==> config.mk <==
export PLATFORM = sky130hd
export DESIGN_NAME = sramlike_axi_bridge_flat
export DESIGN_NICKNAME = d
export VERILOG_FILES = /design/src/rtl/axi_pkg.sv /design/src/rtl/sramlike_axi_bridge_if.sv /design/src/rtl/sramlike_axi_bridge.sv /design/src/flat_wrapper.sv
export SDC_FILE = /design/constraint.sdc
export NUM_CORES = 1
export LEC_CHECK = 0
export ABC_AREA = 1
export BUFFER_PORTS_ARGS = -buffer_cell sky130_fd_sc_hd__buf_2
export CORE_AREA = 2 2 124 126
export CTS_BUF_LIST = sky130_fd_sc_hd__clkbuf_4 sky130_fd_sc_hd__clkbuf_8
export DETAILED_ROUTE_END_ITERATION = 6
export DIE_AREA = 0 0 126 128
export GPL_ROUTABILITY_DRIVEN = 0
export SETUP_SLACK_MARGIN = 0.02
export SLEW_MARGIN = 20
export SYNTH_ARGS = -nofsm -noshare
export SYNTH_HDL_FRONTEND = slang
export SYNTH_SLANG_ARGS = --single-unit
==> constraint.sdc <==
create_clock -name clk -period 1.68 [get_ports clk]
set_clock_uncertainty 0.2 [all_clocks]
set_input_delay 0.336 -clock clk [delete_from_list [all_inputs] [get_ports clk]]
set_output_delay 0.336 -clock clk [all_outputs]
set_load 0.005 [all_outputs]
==> src/rtl/axi_pkg.sv <==
// ---------------------------------------------------------------------------
// axi_pkg
// Constants and helpers shared by the sram-like to AXI bridge:
//   - AXI burst, size and response encodings
//   - sram-like transfer size encodings
//   - bridge FSM state enumeration
//   - axi_wstrb(): byte-lane strobe from transfer size and address LSBs
// ---------------------------------------------------------------------------
package axi_pkg;

  localparam logic [1:0] AXI_BURST_FIXED = 2'b00;
  localparam logic [1:0] AXI_BURST_INCR  = 2'b01;
  localparam logic [1:0] AXI_BURST_WRAP  = 2'b10;

  localparam logic [2:0] AXI_SIZE_1B = 3'b000;
  localparam logic [2:0] AXI_SIZE_2B = 3'b001;
  localparam logic [2:0] AXI_SIZE_4B = 3'b010;

  localparam logic [1:0] AXI_RESP_OKAY   = 2'b00;
  localparam logic [1:0] AXI_RESP_EXOKAY = 2'b01;
  localparam logic [1:0] AXI_RESP_SLVERR = 2'b10;
  localparam logic [1:0] AXI_RESP_DECERR = 2'b11;

  localparam logic [1:0] SRAM_SIZE_BYTE = 2'b00;
  localparam logic [1:0] SRAM_SIZE_HALF = 2'b01;
  localparam logic [1:0] SRAM_SIZE_WORD = 2'b10;

  typedef enum logic [2:0] {
    BR_IDLE    = 3'd0,
    BR_RD_ADDR = 3'd1,
    BR_RD_DATA = 3'd2,
    BR_WR_REQ  = 3'd3,
    BR_WR_RESP = 3'd4
  } bridge_state_e;

  // Write data is passed unshifted, so the strobe alone selects the lanes.
  // The unused size encoding 2'b11 is treated as a full word.
  function automatic logic [3:0] axi_wstrb(input logic [1:0] size,
                                           input logic [1:0] addr_lo);
    logic [3:0] strb;
    case (size)
      SRAM_SIZE_BYTE: strb = 4'b0001 << addr_lo;
      SRAM_SIZE_HALF: strb = addr_lo[1] ? 4'b1100 : 4'b0011;
      default:        strb = 4'b1111;
    endcase
    return strb;
  endfunction

endpackage

==> src/rtl/sramlike_axi_bridge_if.sv <==
// ---------------------------------------------------------------------------
// sramlike_axi_bridge_if
// Bundles the sram-like data-cache port and the five AXI channels used by
// sramlike_axi_bridge.
//   modport master : the bridge (consumes sram-like requests, drives AXI
//                    address/write channels, accepts R and B).
//   modport slave  : the environment (data cache plus AXI slave).
// Parameter ID_W sets the width of all AXI ID fields.
// ---------------------------------------------------------------------------
interface sramlike_axi_bridge_if #(
  parameter int ID_W = 4
);
  // sram-like side
  logic            data_req;
  logic            data_wr;
  logic [1:0]      data_size;
  logic [31:0]     data_addr;
  logic [31:0]     data_wdata;
  logic [31:0]     data_rdata;
  logic            data_addr_ok;
  logic            data_data_ok;

  // AR channel
  logic [ID_W-1:0] arid;
  logic [31:0]     araddr;
  logic [7:0]      arlen;
  logic [2:0]      arsize;
  logic [1:0]      arburst;
  logic [1:0]      arlock;
  logic [3:0]      arcache;
  logic [2:0]      arprot;
  logic            arvalid;
  logic            arready;

  // R channel
  logic [ID_W-1:0] rid;
  logic [31:0]     rdata;
  logic [1:0]      rresp;
  logic            rlast;
  logic            rvalid;
  logic            rready;

  // AW channel
  logic [ID_W-1:0] awid;
  logic [31:0]     awaddr;
  logic [7:0]      awlen;
  logic [2:0]      awsize;
  logic [1:0]      awburst;
  logic [1:0]      awlock;
  logic [3:0]      awcache;
  logic [2:0]      awprot;
  logic            awvalid;
  logic            awready;

  // W channel
  logic [ID_W-1:0] wid;
  logic [31:0]     wdata;
  logic [3:0]      wstrb;
  logic            wlast;
  logic            wvalid;
  logic            wready;

  // B channel
  logic [ID_W-1:0] bid;
  logic [1:0]      bresp;
  logic            bvalid;
  logic            bready;

  modport master (
    input  data_req, data_wr, data_size, data_addr, data_wdata,
    output data_rdata, data_addr_ok, data_data_ok,
    output arid, araddr, arlen, arsize, arburst, arlock, arcache, arprot, arvalid,
    input  arready,
    input  rid, rdata, rresp, rlast, rvalid,
    output rready,
    output awid, awaddr, awlen, awsize, awburst, awlock, awcache, awprot, awvalid,
    input  awready,
    output wid, wdata, wstrb, wlast, wvalid,
    input  wready,
    input  bid, bresp, bvalid,
    output bready
  );

  modport slave (
    output data_req, data_wr, data_size, data_addr, data_wdata,
    input  data_rdata, data_addr_ok, data_data_ok,
    input  arid, araddr, arlen, arsize, arburst, arlock, arcache, arprot, arvalid,
    output arready,
    output rid, rdata, rresp, rlast, rvalid,
    input  rready,
    input  awid, awaddr, awlen, awsize, awburst, awlock, awcache, awprot, awvalid,
    output awready,
    input  wid, wdata, wstrb, wlast, wvalid,
    output wready,
    output bid, bresp, bvalid,
    input  bready
  );

endinterface

==> src/rtl/sramlike_axi_bridge.sv <==
// ---------------------------------------------------------------------------
// sramlike_axi_bridge
// Converts single sram-like data-cache requests into single-beat AXI
// transactions, one outstanding at a time.
//
// Ports:
//   clk     : clock, all state changes on the rising edge
//   resetn  : asynchronous active-low reset
//   bus     : sramlike_axi_bridge_if.master (sram-like port + AR/R/AW/W/B)
//
// Parameters:
//   ID_W  : AXI ID width
//   RD_ID : ARID driven on reads
//   WR_ID : AWID/WID driven on writes
//
// Build option:
//   SRAMLIKE_AXI_WR_EARLY_OK_EN : when defined, a write acknowledges
//   (data_data_ok) on the cycle its AW and W handshakes have both finished,
//   instead of on the B response. The FSM still waits for B before
//   accepting the next request.
// ---------------------------------------------------------------------------
module sramlike_axi_bridge
  import axi_pkg::*;
#(
  parameter int ID_W  = 4,
  parameter int RD_ID = 0,
  parameter int WR_ID = 1
) (
  input  logic                 clk,
  input  logic                 resetn,
  sramlike_axi_bridge_if.master bus
);

  localparam logic [2:0] S_IDLE    = BR_IDLE;
  localparam logic [2:0] S_RD_ADDR = BR_RD_ADDR;
  localparam logic [2:0] S_RD_DATA = BR_RD_DATA;
  localparam logic [2:0] S_WR_REQ  = BR_WR_REQ;
  localparam logic [2:0] S_WR_RESP = BR_WR_RESP;

  logic [2:0]  r_state;
  logic        r_wr;
  logic [1:0]  r_size;
  logic [31:0] r_addr;
  logic [31:0] r_wdata;
  logic        r_aw_done;
  logic        r_w_done;

  logic w_accept;
  logic w_arvalid;
  logic w_ar_hs;
  logic w_r_last_hs;
  logic w_awvalid;
  logic w_wvalid;
  logic w_aw_hs;
  logic w_w_hs;
  logic w_wr_req_fin;
  logic w_b_hs;
  logic w_rd_ok;
  logic w_wr_ok;
  logic w_unused_ok;

  // Acceptance is gated by resetn so addr_ok is low for the whole reset.
  assign w_accept    = resetn & bus.data_req & (r_state == S_IDLE);

  assign w_arvalid   = (r_state == S_RD_ADDR);
  assign w_ar_hs     = w_arvalid & bus.arready;
  assign w_r_last_hs = (r_state == S_RD_DATA) & bus.rvalid & bus.rlast;

  // AW and W are independent: each drops after its own handshake, and the
  // request phase ends on the cycle the later of the two completes.
  assign w_awvalid    = (r_state == S_WR_REQ) & ~r_aw_done;
  assign w_wvalid     = (r_state == S_WR_REQ) & ~r_w_done;
  assign w_aw_hs      = w_awvalid & bus.awready;
  assign w_w_hs       = w_wvalid & bus.wready;
  assign w_wr_req_fin = (r_state == S_WR_REQ) & (r_aw_done | w_aw_hs) & (r_w_done | w_w_hs);
  assign w_b_hs       = (r_state == S_WR_RESP) & bus.bvalid;

  assign w_rd_ok = w_r_last_hs;
`ifdef SRAMLIKE_AXI_WR_EARLY_OK_EN
  assign w_wr_ok = w_wr_req_fin;
`else
  assign w_wr_ok = w_b_hs;
`endif

  // Response IDs and error codes do not influence completion.
  assign w_unused_ok = ^{bus.rid, bus.rresp, bus.bid, bus.bresp};

  // sram-like side
  assign bus.data_addr_ok = w_accept;
  assign bus.data_data_ok = r_wr ? w_wr_ok : w_rd_ok;
  assign bus.data_rdata   = bus.rdata;

  // AR channel
  assign bus.arid    = ID_W'(RD_ID);
  assign bus.araddr  = r_addr;
  assign bus.arlen   = 8'd0;
  assign bus.arsize  = {1'b0, r_size};
  assign bus.arburst = AXI_BURST_INCR;
  assign bus.arlock  = 2'b00;
  assign bus.arcache = 4'b0000;
  assign bus.arprot  = 3'b000;
  assign bus.arvalid = w_arvalid;

  // R channel
  assign bus.rready = (r_state == S_RD_DATA);

  // AW channel
  assign bus.awid    = ID_W'(WR_ID);
  assign bus.awaddr  = r_addr;
  assign bus.awlen   = 8'd0;
  assign bus.awsize  = {1'b0, r_size};
  assign bus.awburst = AXI_BURST_INCR;
  assign bus.awlock  = 2'b00;
  assign bus.awcache = 4'b0000;
  assign bus.awprot  = 3'b000;
  assign bus.awvalid = w_awvalid;

  // W channel
  assign bus.wid    = ID_W'(WR_ID);
  assign bus.wdata  = r_wdata;
  assign bus.wstrb  = axi_wstrb(r_size, r_addr[1:0]);
  assign bus.wlast  = 1'b1;
  assign bus.wvalid = w_wvalid;

  // B channel
  assign bus.bready = (r_state == S_WR_RESP);

  // Request fields are captured only on acceptance, so a request presented
  // while busy cannot disturb the transaction in flight.
  always_ff @(posedge clk or negedge resetn) begin
    if (!resetn) begin
      r_state   <= S_IDLE;
      r_wr      <= 1'b0;
      r_size    <= 2'b00;
      r_addr    <= 32'h0;
      r_wdata   <= 32'h0;
      r_aw_done <= 1'b0;
      r_w_done  <= 1'b0;
    end else begin
      case (r_state)
        S_IDLE: begin
          if (w_accept) begin
            r_wr      <= bus.data_wr;
            r_size    <= bus.data_size;
            r_addr    <= bus.data_addr;
            r_wdata   <= bus.data_wdata;
            r_aw_done <= 1'b0;
            r_w_done  <= 1'b0;
            r_state   <= bus.data_wr ? S_WR_REQ : S_RD_ADDR;
          end
        end
        S_RD_ADDR: begin
          if (w_ar_hs) r_state <= S_RD_DATA;
        end
        S_RD_DATA: begin
          if (w_r_last_hs) r_state <= S_IDLE;
        end
        S_WR_REQ: begin
          if (w_aw_hs)      r_aw_done <= 1'b1;
          if (w_w_hs)       r_w_done  <= 1'b1;
          if (w_wr_req_fin) r_state   <= S_WR_RESP;
        end
        S_WR_RESP: begin
          if (w_b_hs) r_state <= S_IDLE;
        end
        default: r_state <= S_IDLE;
      endcase
    end
  end

endmodule

==> src/flat_wrapper.sv <==
// flat-port wrapper written by rule: the top's interface ports become plain ports
module sramlike_axi_bridge_flat import axi_pkg::*;
#(
  parameter int ID_W  = 4,
  parameter int RD_ID = 0,
  parameter int WR_ID = 1
)
  (clk, resetn, bus_data_req, bus_data_wr, bus_data_size, bus_data_addr, bus_data_wdata, bus_data_rdata, bus_data_addr_ok, bus_data_data_ok, bus_arid, bus_araddr, bus_arlen, bus_arsize, bus_arburst, bus_arlock, bus_arcache, bus_arprot, bus_arvalid, bus_arready, bus_rid, bus_rdata, bus_rresp, bus_rlast, bus_rvalid, bus_rready, bus_awid, bus_awaddr, bus_awlen, bus_awsize, bus_awburst, bus_awlock, bus_awcache, bus_awprot, bus_awvalid, bus_awready, bus_wid, bus_wdata, bus_wstrb, bus_wlast, bus_wvalid, bus_wready, bus_bid, bus_bresp, bus_bvalid, bus_bready);
  sramlike_axi_bridge_if #(.ID_W(ID_W)) bus_i ();
  input  logic clk;
  input  logic resetn;
  input wire logic [$bits(bus_i.data_req)-1:0] bus_data_req;
  input wire logic [$bits(bus_i.data_wr)-1:0] bus_data_wr;
  input wire logic [$bits(bus_i.data_size)-1:0] bus_data_size;
  input wire logic [$bits(bus_i.data_addr)-1:0] bus_data_addr;
  input wire logic [$bits(bus_i.data_wdata)-1:0] bus_data_wdata;
  output wire logic [$bits(bus_i.data_rdata)-1:0] bus_data_rdata;
  output wire logic [$bits(bus_i.data_addr_ok)-1:0] bus_data_addr_ok;
  output wire logic [$bits(bus_i.data_data_ok)-1:0] bus_data_data_ok;
  output wire logic [$bits(bus_i.arid)-1:0] bus_arid;
  output wire logic [$bits(bus_i.araddr)-1:0] bus_araddr;
  output wire logic [$bits(bus_i.arlen)-1:0] bus_arlen;
  output wire logic [$bits(bus_i.arsize)-1:0] bus_arsize;
  output wire logic [$bits(bus_i.arburst)-1:0] bus_arburst;
  output wire logic [$bits(bus_i.arlock)-1:0] bus_arlock;
  output wire logic [$bits(bus_i.arcache)-1:0] bus_arcache;
  output wire logic [$bits(bus_i.arprot)-1:0] bus_arprot;
  output wire logic [$bits(bus_i.arvalid)-1:0] bus_arvalid;
  input wire logic [$bits(bus_i.arready)-1:0] bus_arready;
  input wire logic [$bits(bus_i.rid)-1:0] bus_rid;
  input wire logic [$bits(bus_i.rdata)-1:0] bus_rdata;
  input wire logic [$bits(bus_i.rresp)-1:0] bus_rresp;
  input wire logic [$bits(bus_i.rlast)-1:0] bus_rlast;
  input wire logic [$bits(bus_i.rvalid)-1:0] bus_rvalid;
  output wire logic [$bits(bus_i.rready)-1:0] bus_rready;
  output wire logic [$bits(bus_i.awid)-1:0] bus_awid;
  output wire logic [$bits(bus_i.awaddr)-1:0] bus_awaddr;
  output wire logic [$bits(bus_i.awlen)-1:0] bus_awlen;
  output wire logic [$bits(bus_i.awsize)-1:0] bus_awsize;
  output wire logic [$bits(bus_i.awburst)-1:0] bus_awburst;
  output wire logic [$bits(bus_i.awlock)-1:0] bus_awlock;
  output wire logic [$bits(bus_i.awcache)-1:0] bus_awcache;
  output wire logic [$bits(bus_i.awprot)-1:0] bus_awprot;
  output wire logic [$bits(bus_i.awvalid)-1:0] bus_awvalid;
  input wire logic [$bits(bus_i.awready)-1:0] bus_awready;
  output wire logic [$bits(bus_i.wid)-1:0] bus_wid;
  output wire logic [$bits(bus_i.wdata)-1:0] bus_wdata;
  output wire logic [$bits(bus_i.wstrb)-1:0] bus_wstrb;
  output wire logic [$bits(bus_i.wlast)-1:0] bus_wlast;
  output wire logic [$bits(bus_i.wvalid)-1:0] bus_wvalid;
  input wire logic [$bits(bus_i.wready)-1:0] bus_wready;
  input wire logic [$bits(bus_i.bid)-1:0] bus_bid;
  input wire logic [$bits(bus_i.bresp)-1:0] bus_bresp;
  input wire logic [$bits(bus_i.bvalid)-1:0] bus_bvalid;
  output wire logic [$bits(bus_i.bready)-1:0] bus_bready;
  assign bus_i.data_req = bus_data_req;
  assign bus_i.data_wr = bus_data_wr;
  assign bus_i.data_size = bus_data_size;
  assign bus_i.data_addr = bus_data_addr;
  assign bus_i.data_wdata = bus_data_wdata;
  assign bus_data_rdata = bus_i.data_rdata;
  assign bus_data_addr_ok = bus_i.data_addr_ok;
  assign bus_data_data_ok = bus_i.data_data_ok;
  assign bus_arid = bus_i.arid;
  assign bus_araddr = bus_i.araddr;
  assign bus_arlen = bus_i.arlen;
  assign bus_arsize = bus_i.arsize;
  assign bus_arburst = bus_i.arburst;
  assign bus_arlock = bus_i.arlock;
  assign bus_arcache = bus_i.arcache;
  assign bus_arprot = bus_i.arprot;
  assign bus_arvalid = bus_i.arvalid;
  assign bus_i.arready = bus_arready;
  assign bus_i.rid = bus_rid;
  assign bus_i.rdata = bus_rdata;
  assign bus_i.rresp = bus_rresp;
  assign bus_i.rlast = bus_rlast;
  assign bus_i.rvalid = bus_rvalid;
  assign bus_rready = bus_i.rready;
  assign bus_awid = bus_i.awid;
  assign bus_awaddr = bus_i.awaddr;
  assign bus_awlen = bus_i.awlen;
  assign bus_awsize = bus_i.awsize;
  assign bus_awburst = bus_i.awburst;
  assign bus_awlock = bus_i.awlock;
  assign bus_awcache = bus_i.awcache;
  assign bus_awprot = bus_i.awprot;
  assign bus_awvalid = bus_i.awvalid;
  assign bus_i.awready = bus_awready;
  assign bus_wid = bus_i.wid;
  assign bus_wdata = bus_i.wdata;
  assign bus_wstrb = bus_i.wstrb;
  assign bus_wlast = bus_i.wlast;
  assign bus_wvalid = bus_i.wvalid;
  assign bus_i.wready = bus_wready;
  assign bus_i.bid = bus_bid;
  assign bus_i.bresp = bus_bresp;
  assign bus_i.bvalid = bus_bvalid;
  assign bus_bready = bus_i.bready;
  sramlike_axi_bridge #(.ID_W(ID_W), .RD_ID(RD_ID), .WR_ID(WR_ID)) u_core (.clk(clk), .resetn(resetn), .bus(bus_i));
endmodule
==> reports/metrics.cfg <==
[outcome]
result_of_the_run=finished with violations
violations=negative setup slack

[synthesis]
synth.ff_latch_count=72
synth_area_leader_cell=sky130_fd_sc_hd__dfrtp_1
number_of_enable_flip_flop_cells_after_synthesis=0
post_synth_instance_area_um2=3850
post_synth_main_area_contributors=sky130_fd_sc_hd__dfrtp_1 47%, sky130_fd_sc_hd__buf_4 25%, sky130_fd_sc_hd__nand2_1 20%
synth_top_area_share_pct=46.8
yosys.cell_count.top_type=sky130_fd_sc_hd__nand2_1
post_synth_most_frequent_cells=207 x sky130_fd_sc_hd__nand2_1, 127 x sky130_fd_sc_hd__buf_4, 72 x sky130_fd_sc_hd__dfrtp_1
number_of_instances_in_the_synthesized_netlist=463
synth_cell_type_count=18
synth_area_per_cell_um2=8.31
synth_sequential_area_ratio_pct=46.8
synth.yosys.warnings=0
asyncSetResetFlopFracSynth_pct=100
dominantRegCellSynth=sky130_fd_sc_hd__dfrtp_1

[final_layout]
design.final.nets=817
antenna_cells=0
postLayoutCellArea_um2=5920
drive_gt1_share_pct=42.4
layout.cells.non_filler=889
final_standard_cell_utilization_of_the_core_pct=39.8
flow.area_growth_from_synthesis_pct=53.8

[drt]
wire_per_inst_um=14.2
drc=0
total_number_of_vias=3483
drt-total-wl_um=12700
dr.pass1.iters=4
detail_route.iter0.violations=135
antenna_left=0
avgViaCountPerCell=3.92

[cts]
cts.clk_slew.worst_paths_ns=0.08
clock_latency_ns=0.37
cts_root_buf=sky130_fd_sc_hd__clkbuf_8
clock_tree_from_tritoncts=built
cts_max_level=3
cts_max_path_buffers=2
clock_sinks=72
cts_made_buffers=9

[global_route]
grt.busiest_layer=met2
grt_remaining_overflow=0
antenna_found_initial=0
gr-usage-met1_pct=16.0
grt_util_met3_pct=2.92
grtUsageTotal_pct=13.4
grt_max_degree=73
wire_length_of_the_first_global_routing_pass_um=16600
use_met2_pct=22.2
vias_in_the_first_global_route=3204

[setup_path]
crit_path_end_kind=primary output
path_delay_family=buffers and inverters
worst_ep_arrival_time_ns=1.52
setup.worst_path.start_class=flip-flop
path_buf_inv=4
crit_type=flip-flop to primary output
reg2reg_depth=9
crit_fanout=5
regToRegStartpoint=u_core.r_state[2]$_DFFE_PN0P_
worstSetupStartpoint=u_core.r_state[2]$_DFFE_PN0P_
crit_slowest_cell=sky130_fd_sc_hd__dfrtp_1
cp_slowest_stage_delay_ns=0.42
cell_with_the_most_instances_on_the_worst_path=sky130_fd_sc_hd__buf_6
required_worst_endpoint_ns=1.14
worstPathCellList=buf_6, buf_6, nor2_4, nand4_4, clkinv_4, buf_6
crit_cells=6

[pwr]
power_leakage_uw=0.00335
power_density_nw_per_um2=1490
vdd_ir_drop_max_mv=0.468

[timing]
rsz0062_at_grt=yes
hold_violations=0
timing.final.crit_period_ns=2.06
setup_violations=78
period_share_pct=122
setup_ws_ns=-0.376
achievable-frequency_ghz=0.486
slew_headroom_pct=34.4
timing_max_transition_violations_final=0
worstMarginPinSlew_ns=0.984

[placed_design]
postPlaceCellArea_um2=4330
hpwl_um=7040
place_inst=769
port_buffer_count=186

[worst_hold_path]
hold_class=input pin to async pin

[floorplanning]
floorplan.die.width_um=126
initial_utilization_pct=25.9
die_y_um=128
coreArea_um2=14900
die_footprint_um2=16100
design.portCount=316
placement_rows=45

[run]
max-cap-violations=0

[metrics by stage]
| stage | setup WS, ns | hold WS, ns | TNS [ns] | total power [uW] |
|---|---|---|---|---|
| after CTS | -0.415 | 0.0462 | -1.55 | 8090 |
| after detailed placement | -0.0577 | 0.260 | -0.0577 | 6240 |
| after global placement | -0.0695 | 0.259 | -0.0695 | 6190 |
| after floorplan | 0.100 | -0.160 | 0 | 5140 |
| after global routing | -0.488 | 0.0619 | -9.87 | 9610 |
| final | -0.376 | 0.0503 | -4.01 | 8840 |
[where the power goes]
| group | switching, uW | total, uW | leakage, uW | internal (uW) |
|---|---|---|---|---|
| Combinational | 2050 | 4420 | 0.00236 | 2380 |
| Sequential | 588 | 3140 | 0.000896 | 2550 |
| Clock | 684 | 1280 | 0.0000947 | 599 |
[cell usage in the layout, fill, tap and decap left out, drive strengths merged, types with 5 or more instances in the layout]
cell type	n
buf	231
inv	13
dfrtp	72
clkinv	5
dlygate4sd3	68
conb	53
nand3	7
o21ai	11
nor2	9
clkbuf	18
nand2	207
[repair_timing]
item / 4_1_cts / 5_1_grt
pin swaps: 9 / 10
buffers inserted: 16 / 9
hold buffers: 68 / 0
gates cloned: 0 / 12
setup endpoints to repair: 11 / 82
resized for setup: 31 / 68
endpoints found under the hold margin: 68 / 0
[cells by family (layout without fill, tap and decap cells)]
family	Yosys count	count (layout)	synth area share, %
flops	72	72	46.8
other cells	2	53	0.195
compound gates	14	14	2.02
buf+inv	148	335	27.8
simple gates	227	227	23.2
[state kept, by name, indices dropped and copies added, names as in the netlist]
name and count:
u_core.bus.araddr 32, u_core.r_w_done 1, u_core.bus.wdata 32, u_core.r_aw_done 1
u_core.r_wr 1, u_core.r_size 2, u_core.r_state 3
[metal layers]
layer	routed length, um	vias to the layer above
li1	-	1699
met1	5270	1632
met2	6330	127
met3	672	25
met4	386	0
met5	0	-
[path summary, 6_finish.rpt]
check / end / slack (ns)
worst max register to register: u_core.bus.wdata[10]$_DFFE_PN0P_ / -0.06
min in group clk: u_core.r_wr$_DFFE_PN0P_ / 0.07
worst max-delay path: bus_data_addr_ok / -0.38
worst min-delay path: u_core.r_state[0]$_DFFE_PN0P_ / 0.05
worst min register to register: u_core.bus.wdata[31]$_DFFE_PN0P_ / 0.27
max in group asynchronous: u_core.bus.araddr[0]$_DFFE_PN0P_ / 0.55
[area by class of cell]
class | count | area (um^2)
fill | 1490 | 8950
inverter | 14 | 60.1
multi-input combinational | 294 | 1320
clock buffer | 11 | 151
tap | 188 | 235
sequential | 72 | 1800
timing repair buffer | 306 | 2330
clock inverter | 4 | 20.0
Power figures use the tool's default switching activity.
